`config.mk`:
```
export PLATFORM = sky130hd
export DESIGN_NAME = rhs_chip_emulator_flat
export DESIGN_NICKNAME = d
export VERILOG_FILES = /design/src/rtl/rhs_pkg.sv /design/src/rtl/rhs_chip_emulator_if.sv /design/src/rtl/rhs_emu_sync.sv /design/src/rtl/rhs_chip_emulator.sv /design/src/flat_wrapper.sv
export SDC_FILE = /design/constraint.sdc
export NUM_CORES = 1
export LEC_CHECK = 0
export CORE_MARGIN = 3
export CORE_UTILIZATION = 45
export DETAILED_ROUTE_END_ITERATION = 12
export SLEW_MARGIN = 20
export SYNTH_ARGS = -nofsm -noshare
export SYNTH_HDL_FRONTEND = slang
export SYNTH_SLANG_ARGS = --single-unit
```
`constraint.sdc`:
```
create_clock -name clk -period 3.2 [get_ports clk]
set_input_delay 0.32 -clock clk [delete_from_list [all_inputs] [get_ports clk]]
set_output_delay 0.32 -clock clk [all_outputs]
set_load 0.1 [all_outputs]
```
`src/rtl/rhs_pkg.sv`:
```
// Shared constants for the RHS2116 chip emulator: opcodes, CLEAR word, frame
// length, register count and the "INTAN" ID ROM.
package rhs_pkg;

  localparam int unsigned FrameLen = 32;
  localparam int unsigned NumRegs  = 16;

  localparam logic [1:0] OpConvert = 2'b00;
  localparam logic [1:0] OpClear   = 2'b01;
  localparam logic [1:0] OpWrite   = 2'b10;
  localparam logic [1:0] OpRead    = 2'b11;

  localparam logic [31:0] ClearWord = 32'h6A00_0000;

  localparam logic [7:0] RomAddr0 = 8'd251;
  localparam logic [7:0] RomAddr1 = 8'd252;
  localparam logic [7:0] RomAddr2 = 8'd253;
  localparam logic [7:0] RomAddr3 = 8'd254;
  localparam logic [7:0] RomAddr4 = 8'd255;

  localparam logic [7:0] RomVal0 = 8'h49;  // I
  localparam logic [7:0] RomVal1 = 8'h4E;  // N
  localparam logic [7:0] RomVal2 = 8'h54;  // T
  localparam logic [7:0] RomVal3 = 8'h41;  // A
  localparam logic [7:0] RomVal4 = 8'h4E;  // N

  // ID ROM lookup; unmapped addresses read as zero.
  function automatic logic [7:0] rom_value(input logic [7:0] addr);
    logic [7:0] val;
    val = 8'h00;
    case (addr)
      RomAddr0: val = RomVal0;
      RomAddr1: val = RomVal1;
      RomAddr2: val = RomVal2;
      RomAddr3: val = RomVal3;
      RomAddr4: val = RomVal4;
      default:  val = 8'h00;
    endcase
    return val;
  endfunction

endpackage

```
`src/rtl/rhs_chip_emulator_if.sv`:
```
// SPI pins between an RHS2116 master and the chip emulator.
interface rhs_chip_emulator_if;

  logic SCLK;
  logic MOSI;
  logic CS;
  logic MISO;

  modport master (output SCLK, output MOSI, output CS, input MISO);
  modport slave  (input SCLK, input MOSI, input CS, output MISO);

endinterface

```
`src/rtl/rhs_emu_sync.sv`:
```
// Two-flop synchronizer with rise/fall pulses on the synchronized level.
module rhs_emu_sync #(
  parameter logic ResetVal = 1'b0
) (
  input  logic clk_i,
  input  logic rst_ni,
  input  logic d_i,
  output logic q_o,
  output logic rise_o,
  output logic fall_o
);

  logic s1_q, s2_q, prev_q;

  // Synchronizer chain plus one delayed copy for edge detection.
  always_ff @(posedge clk_i or negedge rst_ni) begin
    if (!rst_ni) begin
      s1_q   <= ResetVal;
      s2_q   <= ResetVal;
      prev_q <= ResetVal;
    end else begin
      s1_q   <= d_i;
      s2_q   <= s1_q;
      prev_q <= s2_q;
    end
  end

  assign q_o    = s2_q;
  assign rise_o = s2_q & ~prev_q;
  assign fall_o = ~s2_q & prev_q;

endmodule

```
`src/rtl/rhs_chip_emulator.sv`:
```
// RHS2116 SPI responder oversampled on clk. Decodes CONVERT/READ/WRITE/CLEAR,
// keeps a 16-entry register file and ID ROM, and returns results two frames
// later on MISO.
// Optional: define RHS_EMU_FRAME_ERR_EN to count bad-length frames.
module rhs_chip_emulator
  import rhs_pkg::*;
(
  input  logic                clk,
  input  logic                rstn,
  rhs_chip_emulator_if.slave  spi,
  output logic                frame_done,
  output logic [31:0]         last_cmd,
  output logic [7:0]          frame_err_cnt
);

  // Synchronizers reset low so a CS already low at reset release cannot fake
  // a falling edge; a frame only starts after CS has been seen high.
  logic sclk_q, sclk_rise, sclk_fall;
  logic cs_q, cs_rise, cs_fall;
  logic mosi_s, mosi_rise, mosi_fall;

  rhs_emu_sync #(.ResetVal(1'b0)) u_sync_sclk (
    .clk_i (clk), .rst_ni (rstn), .d_i (spi.SCLK),
    .q_o (sclk_q), .rise_o (sclk_rise), .fall_o (sclk_fall)
  );
  rhs_emu_sync #(.ResetVal(1'b0)) u_sync_cs (
    .clk_i (clk), .rst_ni (rstn), .d_i (spi.CS),
    .q_o (cs_q), .rise_o (cs_rise), .fall_o (cs_fall)
  );
  rhs_emu_sync #(.ResetVal(1'b0)) u_sync_mosi (
    .clk_i (clk), .rst_ni (rstn), .d_i (spi.MOSI),
    .q_o (mosi_s), .rise_o (mosi_rise), .fall_o (mosi_fall)
  );

  logic unused_sync;
  assign unused_sync = ^{sclk_q, cs_q, mosi_rise, mosi_fall};

  logic        frame_active_q;
  logic [5:0]  bit_cnt_q;
  logic [31:0] rx_q;
  logic [31:0] shift_q;
  logic        miso_q;
  logic [31:0] pend_q, tx_word_q;
  logic [11:0] ramp_q;
  logic [15:0] regs_q [NumRegs];
  logic        frame_done_q;
  logic [31:0] last_cmd_q;

  logic accept, bad_frame;
  assign accept    = frame_active_q && cs_rise && (bit_cnt_q == 6'(FrameLen));
  assign bad_frame = frame_active_q && cs_rise && (bit_cnt_q != 6'(FrameLen));

  // Frame tracking and MOSI capture; bit count saturates so long frames stay bad.
  always_ff @(posedge clk or negedge rstn) begin
    if (!rstn) begin
      frame_active_q <= 1'b0;
      bit_cnt_q      <= '0;
      rx_q           <= '0;
    end else if (cs_fall) begin
      frame_active_q <= 1'b1;
      bit_cnt_q      <= '0;
    end else if (cs_rise) begin
      frame_active_q <= 1'b0;
    end else if (frame_active_q && sclk_rise) begin
      rx_q <= {rx_q[30:0], mosi_s};
      if (bit_cnt_q != 6'h3F) bit_cnt_q <= bit_cnt_q + 6'd1;
    end
  end

  // MISO shifter; zero fill leaves MISO low once bit 0 has gone out.
  always_ff @(posedge clk or negedge rstn) begin
    if (!rstn) begin
      shift_q <= '0;
      miso_q  <= 1'b0;
    end else if (cs_fall) begin
      shift_q <= tx_word_q;
      miso_q  <= tx_word_q[31];
    end else if (!frame_active_q || cs_rise) begin
      miso_q <= 1'b0;
    end else if (sclk_fall) begin
      shift_q <= {shift_q[30:0], 1'b0};
      miso_q  <= shift_q[30];
    end
  end

  assign spi.MISO = miso_q;

  // Command decode of the captured word.
  logic [31:0] result;
  logic        wr_en, ramp_inc, ramp_clr;
  logic [7:0]  reg_addr;
  logic [5:0]  conv_ch;

  always_comb begin
    result   = '0;
    wr_en    = 1'b0;
    ramp_inc = 1'b0;
    ramp_clr = 1'b0;
    reg_addr = rx_q[23:16];
    conv_ch  = rx_q[21:16];
    case (rx_q[31:30])
      OpConvert: begin
        if (conv_ch[5:4] == 2'b00) begin
          result   = {conv_ch[3:0], ramp_q, 6'b0, ramp_q[9:0]};
          ramp_inc = 1'b1;
        end
      end
      OpWrite: begin
        result = {16'hFFFF, rx_q[15:0]};
        wr_en  = (reg_addr[7:4] == 4'h0);
      end
      OpRead: begin
        if (reg_addr[7:4] == 4'h0) result = {16'h0000, regs_q[reg_addr[3:0]]};
        else                       result = {24'h000000, rom_value(reg_addr)};
      end
      OpClear: begin
        ramp_clr = (rx_q == ClearWord);
      end
      default: result = '0;
    endcase
  end

  // Execute on an accepted frame: pipeline advance, register write, ramp.
  always_ff @(posedge clk or negedge rstn) begin
    if (!rstn) begin
      pend_q       <= '0;
      tx_word_q    <= '0;
      ramp_q       <= '0;
      frame_done_q <= 1'b0;
      last_cmd_q   <= '0;
      for (int i = 0; i < NumRegs; i++) regs_q[i] <= '0;
    end else begin
      frame_done_q <= accept;
      if (accept) begin
        tx_word_q  <= pend_q;
        pend_q     <= result;
        last_cmd_q <= rx_q;
        if (wr_en) regs_q[reg_addr[3:0]] <= rx_q[15:0];
        if (ramp_clr)      ramp_q <= '0;
        else if (ramp_inc) ramp_q <= ramp_q + 12'd1;
      end
    end
  end

  assign frame_done = frame_done_q;
  assign last_cmd   = last_cmd_q;

`ifdef RHS_EMU_FRAME_ERR_EN
  logic [7:0] err_cnt_q;

  // Saturating count of discarded bad-length frames.
  always_ff @(posedge clk or negedge rstn) begin
    if (!rstn) begin
      err_cnt_q <= '0;
    end else if (bad_frame && err_cnt_q != 8'hFF) begin
      err_cnt_q <= err_cnt_q + 8'd1;
    end
  end

  assign frame_err_cnt = err_cnt_q;
`else
  logic unused_bad_frame;
  assign unused_bad_frame = bad_frame;
  assign frame_err_cnt    = 8'h00;
`endif

endmodule

```
`src/flat_wrapper.sv`:
```
// flat-port wrapper written by rule: the top's interface ports become plain ports
module rhs_chip_emulator_flat import rhs_pkg::*;
  (clk, rstn, frame_done, last_cmd, frame_err_cnt, spi_SCLK, spi_MOSI, spi_CS, spi_MISO);
  rhs_chip_emulator_if spi_i ();
  input  logic clk;
  input  logic rstn;
  output logic frame_done;
  output logic [31:0] last_cmd;
  output logic [7:0] frame_err_cnt;
  input wire logic [$bits(spi_i.SCLK)-1:0] spi_SCLK;
  input wire logic [$bits(spi_i.MOSI)-1:0] spi_MOSI;
  input wire logic [$bits(spi_i.CS)-1:0] spi_CS;
  output wire logic [$bits(spi_i.MISO)-1:0] spi_MISO;
  assign spi_i.SCLK = spi_SCLK;
  assign spi_i.MOSI = spi_MOSI;
  assign spi_i.CS = spi_CS;
  assign spi_MISO = spi_i.MISO;
  rhs_chip_emulator u_core (.clk(clk), .rstn(rstn), .spi(spi_i), .frame_done(frame_done), .last_cmd(last_cmd), .frame_err_cnt(frame_err_cnt));
endmodule
```
**Word-level counts from Yosys, hierarchy flattened**

Index checks and enable logic that the tools add are counted.

- Add/sub/neg operators: 2
- Multiply operators: 0
- Divide/modulo/power cells: 0
- $lt $le $gt $ge: 2
- Equality and inequality tests: 13
- Shift operators: 0
- Multiplexer cells: 28
- Bitwise logic cells: 11
- Reductions and logical operators: 21

Operator list:

| operator | count |
|---|---|
| $bwmux 256 | 1 |
| $pmux 32 s3 | 1 |
| $mux 31 | 3 |
| $bmux 16 s4 | 1 |
| $demux 16 s4 | 1 |
| $mux 16 | 4 |
| $eq 8x8->1 const B | 5 |
| $eq 32x31->1 const B | 1 |
| $mux 32 | 1 |
| $pmux 7 s4 | 1 |
| $mux 12 | 2 |
| $mux 6 | 4 |
| $add 12x1->12 const B | 1 |
| $reduce_bool 2->1 | 5 |
| $mux 1 | 9 |
| $add 6x1->6 const B | 1 |
| $eq 6x6->1 const B | 1 |
| $ne 6x6->1 const B | 1 |
| $not 1->1 | 6 |
| $reduce_and 2->1 | 3 |
| $reduce_and 3->1 | 2 |
| $ge 5x5->1 const B | 1 |
| $lt 5x1->1 const B | 1 |
| $not 4->5 | 1 |
| 12 further kinds | 20 |

- Register bits after elaboration: 444
- Bits in latches: 0
- Memory bits (writable): 0
- Memory bits (read-only): 0
- Input bits: 5
- Output and inout bits: 42
- Word-level logic and storage cells: 111
- Memories kept: 0

**Depth between registers and ports, before layout**

- Depth after elaboration: 6
- Depth in mapped cells: 9
- Depth with buffers taken out: 7

**Hierarchy**

Synthesis repeated with hierarchy kept, for this count alone.

- Cell total of the unflattened synthesis: 1,559
- Area total of the unflattened synthesis: 20,121.8 um^2

Modules (own cells, without submodules):

| module | times used | cells each | area each (um^2) | seq. area each (um^2) |
|---|---|---|---|---|
| rhs_chip_emulator | 1 | 1,544 | 19,851.5 | 10,910.5 |
| rhs_emu_sync | 3 | 5 | 90.1 | 75.1 |

**Least setup slack after synthesis**

OpenSTA, ideal clock, no wires.

- Path type: register -> register
- Start point: reg u_core.bit_cnt_q[0]
- End point: reg u_core.regs_q[21] in the netlist's numbering
- Setup time: 0.125 ns
- Data arrival time: 2.441 ns
- Required time: 3.075 ns
- Setup slack: 0.635 ns
- Cell stages (with the launch flop): 9
- Buffers on the path: 2
- Period minus slack after synthesis: 2.565 ns
- Cell sequence: dfrtp_1 -> inv_1 -> ha_1 -> or3b_1 -> clkbuf_1 -> or3_1 -> nor4_4 -> buf_4 -> mux2_2

- Cells in the longest elaborated chain, start to end: 3

RTL lines:

| item | line | text |
|---|---|---|
| from (decl) | rhs_chip_emulator.sv:39 | `logic [5:0] bit_cnt_q;` |
| from (signal assigned) | rhs_chip_emulator.sv:66 | `if (bit_cnt_q != 6'h3F) bit_cnt_q <= bit_cnt_q + 6'd1;` |
| $eq 6x6->1 | rhs_chip_emulator.sv:50 | `assign accept = frame_active_q && cs_rise && (bit_cnt_q == 6'(FrameLen));` |
| $logic_and 1x1->1 | rhs_chip_emulator.sv:50 |  |
| $reduce_and 2->1 (no line) | -- |  |
| to (signal, indexed assignment) | rhs_chip_emulator.sv:138 | `if (wr_en) regs_q[reg_addr[3:0]] <= rx_q[15:0];` |
| to (decl) | rhs_chip_emulator.sv:45 | `logic [15:0] regs_q [NumRegs];` |

No other way between the ends.
A chain may end at the register's enable or synchronous reset.

**Final worst setup path**

- Start point: reg u_core.bit_cnt_q[0]
- End point: reg u_core.regs_q[145] in the netlist's numbering

Same word-level chain as after synthesis.

==> reports/results.ini <==
[run_status]
run_status=finished, final reports clean

[global_routing]
grt_antenna_before_repair=1
track_usage_pct=20.72
first_global_vias=12790
grt_overflow=0
grt_pass1_wl_um=75900
grt_max_degree=88

[pwr]
total_power_mw=11.88
p_per_area_nw_per_um2=519.5
seq_power_share_pct=47.8
comb_power_share_pct=3.2
intPower_mw=9.264
clockPowerShare_pct=49.1
leakage_nw=10.77
p_sw_mw=2.614
swShare_pct=22.00
vdd_ir_drop_max_v=0.0003449

[clock_network]
cts_sinks=444
worstSkewPairLatency_ps=580
path_clk_slew_ps=60
cts_tree=done
h-tree-depth=2
numCtsBuffers=48
ctsLongestPathBuffers=3
postCtsSetupRepairBufs=0
cts_root_buf=clkbuf_16

[floorplan]
die-area_sq_um=46840
die_width_um=216.4
placement_rows=76
io_pins=47
initial_core_util_pct=45.96
die_h_um=216.4
core_sq_um=43360

[placement]
gp_congestion=0.8589
dp_cells=2164
io_buffers=38
hpwl_um=30850

[synth]
synth_cell_types=63
synthArstFlopShare_pct=100.0
syn_area_per_cell_sq_um=12.49
synth_top_area_share_pct=55.75
yosysMostFrequentCell=dfrtp_1
synth_area_leaders=dfrtp_1 56%, mux2_2 16%, mux4_2 6.2%
syn_area_sq_um=19930
synth-edff-count=0
synth_common_cells=444 x dfrtp_1, 283 x nand2_1, 282 x mux2_2
yosysTopAreaCell=dfrtp_1
synth_flop_cell=dfrtp_1
ys_warn_count=0
synthCells=1595
synth_seq_cells=444
seq_area_frac_synth_pct=55.75

[timing]
hold_viol_final=0
worstMarginPinSlew_ps=1014
grt_setup_unrepaired=no
maxSlewHeadroom_pct=32.16
fin_crit_sh_pct=85.89
finalClockSkew_ps=17.58
final.min_clock_period_ps=2749
setup_tns_ps=0
setup_viol_count_final=0
timing.fmax_mhz=363.8
maxSlewViolCount=0

[run]
maxCapViolCount=0

[critical_path]
r2r-start=u_core.bit_cnt_q[0]
rrSetupSlack_ps=450
start_kind=flip-flop
crit_end=u_core.regs_q[145]
crit_type=reg2reg
setup.worst_path.start=u_core.bit_cnt_q[0]
ff2ff_path_depth=7
endpoint_kind=flip-flop
crit_fanout=16
r2r-end=u_core.regs_q[145]
required_ps=3650
cp.arrival_ps=3200

[routing]
wire_per_inst_um=21.16
viasPerCell=5.585
antenna_left=0
drtPass1Iterations=5
drc=0
vias=12590
finalWirelength_um=47730
first_iter_violations=993

[finish]
n_antenna_cell=0
post-route-util_pct=52.72
finalNetCount=1641
area_growth_pct=14.72
drive_gt1_share_pct=30.60
layout.cells.non_filler=2255

[min_path]
min_path_type=in2reg
worstHoldPathCells=1

-- worst min-delay path by stage --
stage | end | startpoint | slack (ps)
CTS | u_core.u_sync_sclk.s1_q | spi_SCLK | 150
global placement | u_core.u_sync_sclk.q_o | u_core.u_sync_sclk.s1_q | 340
global route | u_core.u_sync_cs.s1_q | spi_CS | 170
detailed placement | u_core.u_sync_sclk.q_o | u_core.u_sync_sclk.s1_q | 340
finish | u_core.u_sync_sclk.s1_q | spi_SCLK | 180
floorplan | u_core.bit_cnt_q[0] | rstn | 20
-- worst max-delay path, stage by stage, from the launching register on --
cell and delay [ps]:
dfrtp_1 400, inv_1 100, ha_1 170, or3b_1 530, or3_1 520, nor2b_1 190
buf_4 330, mux2_2 380
-- flip-flops by register name, summed over array words and instances, names as in the netlist, 6 cells and up --
register          flops
u_core.tx_word_q     32
u_core.pend_q        32
u_core.regs_q       256
u_core.ramp_q        12
u_core.shift_q       31
u_core.rx_q          32
u_core.bit_cnt_q      6
u_core.last_cmd      32
-- metal layers --
layer  GRT usage (%)  part of all wire (%)
met2           32.33                    46
met5               0                     0
met3           3.337                   4.4
met4           6.500                   2.3
met1           30.02                    47
-- what timing repair did --
item | 4_1_cts | 5_1_grt
hold buffers | 1 | 0
resized for setup | 0 | 0
endpoints found under the hold margin | 80 | 0
-- area by class of cell --
cell class | count | area [sq um]
well taps | 585 | 732.0
flip-flops and latches | 444 | 11120
repair buffers | 110 | 1028
multi-input cells | 1005 | 8227
fillers | 3813 | 20500
clock buffers | 73 | 1456
inverters | 21 | 78.83
clock inverters | 17 | 224.0
-- power groups by stage --
stage               Sequential, mW  Combinational [mW]  Clock, mW
detailed placement            5.78               0.385          0
floorplan                     5.76               0.175          0
global placement              5.77               0.378          0
finish                        5.67               0.376       5.83
CTS                           5.67               0.387       5.96
global route                  5.67               0.419       6.19
-- kinds of logic (layout without fill, tap and decap cells) --
kind of cell	count (synthesis)	after routing	synth area share, %
simple gates	408	408	9.518
other cells	1	8	0.01882
compound gates	184	184	5.808
fa+ha+maj	6	6	0.3767
xor+xnor	3	3	0.1319
mux	396	396	25.18
flops	444	444	55.75
buf+inv	153	221	3.215
-- metrics by stage --
stage               setup WS (ps)  area [sq um]  hold WS [ps]
floorplan                   634.6         19950         24.41
global placement            553.2         21170         338.0
detailed placement          524.7         21170         343.5
CTS                         478.6         22860         147.6
global route                343.9         22860         175.0
finish                      451.5         22860         177.9
-- placed cells by master, fill, tap and decap left out, types with 8 or more instances in the layout --
| cell type | count |
|---|---|
| mux4_2 | 55 |
| clkbuf_8 | 14 |
| o41ai_1 | 8 |
| clkbuf_16 | 49 |
| dfrtp_1 | 442 |
| mux2i_1 | 49 |
| o31ai_1 | 19 |
| or3_1 | 14 |
| nand4_1 | 10 |
| clkdlybuf4s50_1 | 37 |
| clkbuf_1 | 10 |
| nand3_1 | 9 |
| a22oi_1 | 21 |
| buf_4 | 63 |
| inv_1 | 19 |
| mux2_2 | 282 |
| nand2b_1 | 8 |
| clkinv_2 | 8 |
| nor2_1 | 17 |
| nor3_1 | 9 |
| a21oi_1 | 37 |
| o21ai_0 | 58 |
| a31oi_1 | 13 |
| buf_12 | 8 |
| nand2_1 | 282 |
| conb_1 | 8 |
| mux2_1 | 10 |
(Power assumes the default switching activity.)
